## config.mk

```make
export PLATFORM = sky130hd
export DESIGN_NAME = adc_frame_packer
export DESIGN_NICKNAME = d
export VERILOG_FILES = /design/src/rtl/adc_frame_packer.sv
export SDC_FILE = /design/constraint.sdc
export NUM_CORES = 1
export LEC_CHECK = 0
export CELL_PAD_IN_SITES_DETAIL_PLACEMENT = 0
export CELL_PAD_IN_SITES_GLOBAL_PLACEMENT = 1
export CORE_ASPECT_RATIO = 0.75
export CORE_MARGIN = 1.5
export CORE_UTILIZATION = 41
export CTS_CLUSTER_SIZE = 25
export DETAILED_ROUTE_END_ITERATION = 7
export HOLD_SLACK_MARGIN = 0.12
export MAX_ROUTING_LAYER = met4
export PLACE_DENSITY_LB_ADDON = 0.1
export SKIP_LAST_GASP = 1
export SLEW_MARGIN = 25
export SYNTH_ARGS = -nofsm -noshare
export SYNTH_HDL_FRONTEND = slang
export SYNTH_SLANG_ARGS = --single-unit
export TNS_END_PERCENT = 1
```

## constraint.sdc

```tcl
create_clock -name adc_read_clk -period 3.7 [get_ports adc_read_clk]
set_input_delay 0.37 -clock adc_read_clk [delete_from_list [all_inputs] [get_ports adc_read_clk]]
set_output_delay 0.37 -clock adc_read_clk [all_outputs]
set_load 0.02 [all_outputs]
```

## src/rtl/adc_frame_packer.sv

```systemverilog
// Captures a per-channel ADC sample vector on strobe and serializes it as a framed
// 32-bit AXI4-Stream: one tagged header word, then one sign-extended word per channel.
module adc_frame_packer #(
    parameter int unsigned ADC_CHANNELS   = 8,
    parameter int unsigned ADC_DATA_WIDTH = 18,
    parameter logic [7:0]  FRAME_MAGIC    = 8'hA5
) (
    input  logic                                   adc_read_clk,
    input  logic                                   rstn,
    input  logic                                   acq_en,
    input  logic                                   sample_valid,
    input  logic [ADC_DATA_WIDTH*ADC_CHANNELS-1:0] adc_data_arr,
    input  logic                                   overrun_clr,
    output logic [31:0]                            m_axis_tdata,
    output logic                                   m_axis_tvalid,
    input  logic                                   m_axis_tready,
    output logic                                   m_axis_tlast,
    output logic [31:0]                            sample_cnt,
    output logic                                   overrun,
    output logic                                   busy
);

    localparam int unsigned IDX_W = (ADC_CHANNELS > 1) ? $clog2(ADC_CHANNELS) : 1;
    localparam int unsigned EXT_W = 32 - ADC_DATA_WIDTH;
    localparam logic [IDX_W-1:0] LAST_IDX = IDX_W'(ADC_CHANNELS - 1);

    typedef enum logic [1:0] {
        StIdle,
        StHdr,
        StChan
    } state_e;

    state_e                                 state;
    logic [IDX_W-1:0]                       idx;
    logic [ADC_DATA_WIDTH*ADC_CHANNELS-1:0] cap_data;
    logic [23:0]                            hdr_cnt;
    logic                                   acq_en_q;

    logic                      strobe;
    logic                      acq_rise;
    logic                      handshake;
    logic                      last_hs;
    logic                      slot_free;
    logic                      accept;
    logic                      drop;
    logic [31:0]               cnt_base;
    logic [ADC_DATA_WIDTH-1:0] chan_sample;

    assign strobe    = acq_en & sample_valid;
    assign acq_rise  = acq_en & ~acq_en_q;
    assign handshake = m_axis_tvalid & m_axis_tready;
    assign last_hs   = handshake & (state == StChan) & (idx == LAST_IDX);
    // The final beat leaving frees the slot in the same cycle, allowing gapless frames.
    assign slot_free = (state == StIdle) | last_hs;
    assign accept    = strobe & slot_free;
    assign drop      = strobe & ~slot_free;
    // A strobe coincident with the enable rise counts as sample 0.
    assign cnt_base  = acq_rise ? 32'd0 : sample_cnt;

    always_ff @(posedge adc_read_clk or negedge rstn) begin
        if (!rstn) begin
            state         <= StIdle;
            idx           <= '0;
            cap_data      <= '0;
            hdr_cnt       <= '0;
            acq_en_q      <= 1'b0;
            sample_cnt    <= '0;
            overrun       <= 1'b0;
            m_axis_tvalid <= 1'b0;
            m_axis_tlast  <= 1'b0;
            busy          <= 1'b0;
        end else begin
            acq_en_q <= acq_en;

            if (strobe) begin
                sample_cnt <= cnt_base + 32'd1;
            end else if (acq_rise) begin
                sample_cnt <= '0;
            end

            if (drop) begin
                overrun <= 1'b1;
            end else if (overrun_clr) begin
                overrun <= 1'b0;
            end

            if (accept) begin
                cap_data <= adc_data_arr;
                hdr_cnt  <= cnt_base[23:0];
            end

            case (state)
                StIdle: begin
                    if (accept) begin
                        state         <= StHdr;
                        m_axis_tvalid <= 1'b1;
                        m_axis_tlast  <= 1'b0;
                        busy          <= 1'b1;
                    end
                end
                StHdr: begin
                    if (handshake) begin
                        state        <= StChan;
                        idx          <= '0;
                        m_axis_tlast <= (LAST_IDX == '0);
                    end
                end
                StChan: begin
                    if (handshake) begin
                        if (idx == LAST_IDX) begin
                            idx          <= '0;
                            m_axis_tlast <= 1'b0;
                            if (accept) begin
                                state <= StHdr;
                            end else begin
                                state         <= StIdle;
                                m_axis_tvalid <= 1'b0;
                                busy          <= 1'b0;
                            end
                        end else begin
                            idx          <= idx + IDX_W'(1);
                            m_axis_tlast <= ((idx + IDX_W'(1)) == LAST_IDX);
                        end
                    end
                end
                default: begin
                    state         <= StIdle;
                    m_axis_tvalid <= 1'b0;
                    m_axis_tlast  <= 1'b0;
                    busy          <= 1'b0;
                end
            endcase
        end
    end

    // Data is a pure mux of held registers, so it stays stable while a beat is stalled.
    always_comb begin
        chan_sample  = cap_data[idx*ADC_DATA_WIDTH +: ADC_DATA_WIDTH];
        m_axis_tdata = '0;
        case (state)
            StHdr:   m_axis_tdata = {FRAME_MAGIC, hdr_cnt};
            StChan:  m_axis_tdata = {{EXT_W{chan_sample[ADC_DATA_WIDTH-1]}}, chan_sample};
            default: m_axis_tdata = '0;
        endcase
    end

endmodule
```

Yosys cells after proc, flatten, opt, wreduce, memory -nomap -nowiden
Index checks and enable logic that the tools add are counted.
Word-level totals
  bits in registers: 209
  ROM bits: 0
  output and inout port bits: 68
  word-level logic and storage cells: 65
  latch bits: 0
  memories kept: 0
  bits in writable memories: 0
  input port bits: 150
Operators by class
  eq/ne operators: 9
  add/subtract/negate cells: 2
  reduce and logical (&&, ||, !) cells: 7
  bitwise gates (word level): 11
  divide/modulo/power cells: 0
  multipliers: 1
  multiplexer cells: 25
  $lt $le $gt $ge: 0
  shifts and indexed selects: 1
Operators by type and width (count)
  indexed part select 144 x 9 -> 18 bit: 1
  two-way mux 32 bit: 2
  one-hot mux 32 bit (2 select lines): 1
  adder 32 x 1 -> 32 bit (second input constant): 1
  two-way mux 1 bit: 11
  two-way mux 3 bit: 3
  two-way mux 2 bit: 4
  != test 2 bit (second input constant): 4
  AND 1 bit: 7
  multiplier 3 x 4 -> 7 bit (second input constant): 1
  equality test 3 bit (second input constant): 2
  one-hot mux 1 bit (3 select lines): 2
  one-hot mux 2 bit (3 select lines): 1
  one-hot mux 3 bit (2 select lines): 1
  AND reduction 3 bit: 2
  AND reduction 5 bit: 1
  AND reduction 4 bit: 1
  nonzero test 2 bit: 2
  adder 3 x 1 -> 3 bit (second input constant): 1
  NOT 1 bit: 3
  equality test 2 x 1 -> 1 bit (second input constant): 1
  equality test 2 bit (second input constant): 1
  logical NOT 2 bit: 1
  != test 2 x 1 -> 1 bit (second input constant): 1
  OR 1 bit: 1

Longest topological paths before layout
  depth after elaboration: 9
  depth in mapped cells: 11
  gate-level depth less buffers: 8

Worst setup path before layout
No wires, ideal clock.
  path type: register to register
  from: reg acq_en_q
  to: reg sample_cnt[28]
  period minus slack after synthesis: 2.693 ns
  arrival: 2.616 ns
  required time: 3.623 ns
  cell stages (with the launch flop): 12
  slack: 1.007 ns
  buffers on the path: 3
  library setup time: 0.077 ns
  cell sequence: dfrtp_1 > nand2b_1 > buf_2 > clkbuf_1 > nand2_1 > inv_1 > ha_1 > nand4_1 > or4_1 > clkbuf_1 > or3_1 > a21oi_1
Between the ends
  cells in the longest elaborated chain, start to end: 5
RTL lines
  start, declared: RTL line 37  | logic acq_en_q;
  start signal, assigned: RTL line 73  | acq_en_q <= acq_en;
  NOT 1 bit *: RTL line 50  | assign acq_rise = acq_en & ~acq_en_q;
  AND 1 bit *: RTL line 50
  two-way mux 32 bit *: RTL line 58  | assign cnt_base = acq_rise ? 32'd0 : sample_cnt;
  adder 32 x 1 -> 32 bit: RTL line 76  | sample_cnt <= cnt_base + 32'd1;
  two-way mux 32 bit *: RTL line 75  | if (strobe) begin
  end signal, assigned: RTL line 76
  end, declared: RTL line 18  | output logic [31:0] sample_cnt,
Mark *: on every way between the ends. The rest lies on a longest branch, timed or not.
A chain may end at the register's enable or synchronous reset.

Final worst setup path
  from: reg idx[0]
  to: out m_axis_tdata[24]
Between the ends
  cells in the longest elaborated chain, start to end: 3
RTL lines
  start, declared: RTL line 34  | logic [IDX_W-1:0] idx;
  start signal, assigned: RTL line 121  | idx <= idx + IDX_W'(1);
  multiplier 3 x 4 -> 7 bit: RTL line 138  | chan_sample = cap_data[idx*ADC_DATA_WIDTH +: ADC_DATA_WIDTH];
  indexed part select 144 x 9 -> 18 bit: RTL line 138
  one-hot mux 32 bit (2 select lines): RTL line 140  | case (state)
  end, declared: RTL line 14  | output logic [31:0] m_axis_tdata,
No other way between the ends.

==> impl_results.md <==
* Post_cts resized at 0
* Total of fill cells in the finished design at ~1900
* Iter 0 DRT Violations at 410
* Worst Tran Pin Value at approximately 0.85 ns
* Final worst path period share at 0.939
* Global-route wire length before repair at roughly 40000 um
* Cell variety after synth at 42
* Drt wl/cell at roughly 20 um
* GRT Util Overall at 0.219
* Worst relative slew slack at 0.436
* Finished Cell Area at 13000 um2
* Share of the synthesized area in the top cell type at 0.538
* Worst path arrival time at 3.10 ns
* Hold Fails Final Rpt at 0
* Most frequent cell after synthesis: dfrtp_1
* Int Power at approximately 6.1 mW
* Post-route worst setup slack at 0.226 ns
* Die W at ~180 um
* Worst hold path class: primary input to flop
* Synth area leaders: dfrtp_1 (54%), mux2_2 (17%), mux4_2 (8.3%), nand2_1 (3.7%), o21ai_0 (2.8%)
* Share of cells above drive strength 1 at 0.242
* Async set or reset register ratio after synthesis at 1.00
* Worst-path clk slew at approximately 0.06 ns
* Finish-stage setup viols at 0
* Global Route met1 Usage at 0.318
* Final min period at ~3.5 ns
* Critical R2R Launch: acq_en_q
* Req. time, crit path at between 3 and 4 ns
* Finished Core Util at 0.561
* FF-to-FF End: sample_cnt[28]
* P_sw at ~2.6 mW
* Post-synth top area cell: dfrtp_1
* CTS Buffer Depth at 3
* Worst VDD drop at ~0.00034 V
* Post-CTS Hold Fix Bufs at 1
* Max Cap Viol at 0
* Post-place instance area at 12200 um2
* Power share of the combinational group at 0.326
* Sw frac at 0.297
* Final GP Congestion at about 0.87
* Power Total at a little under 9 mW
* Die Area at 24700 um2
* Worst skew pair latency at approximately 0.49 ns
* Multi-input gate area at 4230 um2
* Core area at roughly 23000 um2
* Post-route insts no fill at 1283
* Antenna Violating Nets Remaining at 0
* Met3 usage at 0.0380
* Final Max Tran Viols at 0
* Synthesized area per cell at approximately 13 um2
* GRT met2 Usage at 0.330
* Synth Net Count at just over 900
* Post-synth EDFFs at 0
* Cell Area, Synth at just under 10000 um2
* CTS Buf Count at 22
* DRC viols at 0
* Vias in the first global route at approximately 7000
* PortBufs at 217
* Sequential share of power at 0.417
* CTS tree: built
* FMAX at ~290 MHz
* Clk sink count at about 210
* Worst setup EP type: output pin
* Final net count at between 1000 and 1500
* Placement Setup Slack at 0.446 ns
* Reg-to-reg slack, setup at 0.87 ns
* Placed wire-length estimate at 19000 um
* Hold_sp: acq_en
* Sequential share of the synthesized area at 0.538
* Status: complete, no violations
* H-tree Lvls at 1
* Hold Crit Endpoint: acq_en_q
* Grt ovf at 0
* Vias per inst at 5.34
* Placed cell count at 1239
* Clock power share at 0.257
* RSZ-0062 raised after global routing: false
* R2R cell count at 8
* Layout area overhead at 33.4%
* Clock root buffer: clkbuf_16
* Clk_skew at between 0.007 and 0.008 ns
* Die Y at 136 um
* Pwr dens at 667 nW/um2
* Hold Path Stages at 1
* Worst hold margin at between 0.4 and 0.5 ns
* CP Max Fanout at 16
* Drt total wl at 26100 um
* I/O Pins at 218
* 1st-pass router iterations at 5
* Vias at 6846
* Setup TNS Final at 0 ns
* WS Path Type: flop to output pin
* Post-CTS setup buffer count at 0
* Startpoint class of the critical path: flop
* Top post-synthesis cells by count: dfrtp_1 (209), mux2_2 (144), nand2_1 (95)
* Leakage at about 5.2 nW
* Initial antenna violation count at 3
* Synth warn at 0
* #FFs+latches synth at 209
* GRT busiest layer: met2
* Largest net degree at the start of global routing at 102
* FP Rows at 48
* Initial Util at 0.421
* Predominant post-synthesis flop cell: dfrtp_1
* Seq. cell area at around 5200 um2
* Synthesized instance count at roughly 760
## final cells by class
| cell class | instances | share of cell area |
|---|---|---|
| diodes | 3 | 0.000579 |
| inverters | 6 | 0.00174 |
| repair buffers | 234 | 0.183 |
| clock inverters | 4 | 0.00193 |
| multi-input cells | 491 | 0.326 |
| well taps | 300 | 0.0289 |
| flip-flops and latches | 209 | 0.403 |
| clock buffers | 36 | 0.0551 |
## critical path, stage by stage, from the launching register on
cell and delay, ns:
dfrtp_2 0.73, mux4_2 0.58, mux2i_1 0.15, nor2_1 0.07, buf_4 0.21, or2_2 0.31, clkdlybuf4s50_1 0.55
## registers in the layout, indices dropped and copies added (netlist names)
| name | count |
|---|---|
| cap_data | 144 |
| sample_cnt | 32 |
| hdr_cnt | 24 |
| idx | 3 |
| state | 2 |
| acq_en_q | 1 |
| busy | 1 |
| m_axis_tlast | 1 |
| overrun | 1 |
## per-layer routing
layer	vias to the layer above	routed length [um]
met5	-	0
met4	0	248
met3	21	1540
met2	222	11700
met1	3467	12600
li1	3136	-
## power groups by stage
stage / Sequential (mW) / Clock [mW] / Combinational, mW
2_1_floorplan: 3.46 / 0 / 1.98
3_3_place_gp: 3.58 / 0 / 2.77
3_5_place_dp: 3.65 / 0 / 2.84
4_1_cts: 3.62 / 2.27 / 2.86
5_1_grt: 3.72 / 2.37 / 3.03
6_report: 3.61 / 2.22 / 2.82
## placed cells by master (no fill, tap or decap), drive strengths merged, types with 9 or more instances in the layout
master,n
nor2,20
clkdlybuf4s50,216
mux2i,20
buf,16
nand4,9
mux4,36
o21ai,54
nand2,95
nand3,10
clkbuf,37
xnor2,14
mux2,144
dfrtp,209
## worst max-delay path by stage
stage / startpoint / end / slack (ns)
global route: idx[0] / m_axis_tdata[24] / 0.05
floorplan: acq_en_q / sample_cnt[28] / 1.01
global placement: acq_en / sample_cnt[28] / 0.56
finish: idx[0] / m_axis_tdata[24] / 0.23
detailed placement: acq_en / sample_cnt[28] / 0.45
CTS: idx[0] / m_axis_tdata[24] / 0.16
## kinds of logic (layout without fill, tap and decap cells)
group / count (synthesis) / after routing / synth area share
and+or+nand+nor: 182 / 182 / 0.0872
muxes: 200 / 200 / 0.271
buffers and inverters: 58 / 280 / 0.0291
DFF: 209 / 209 / 0.538
adders and majority gates: 8 / 8 / 0.0103
other: 0 / 3 / 0
xor gates and xnor gates: 20 / 20 / 0.0180
AOI/OAI and AO/OA: 81 / 81 / 0.0472
(Power assumes the default switching activity.)
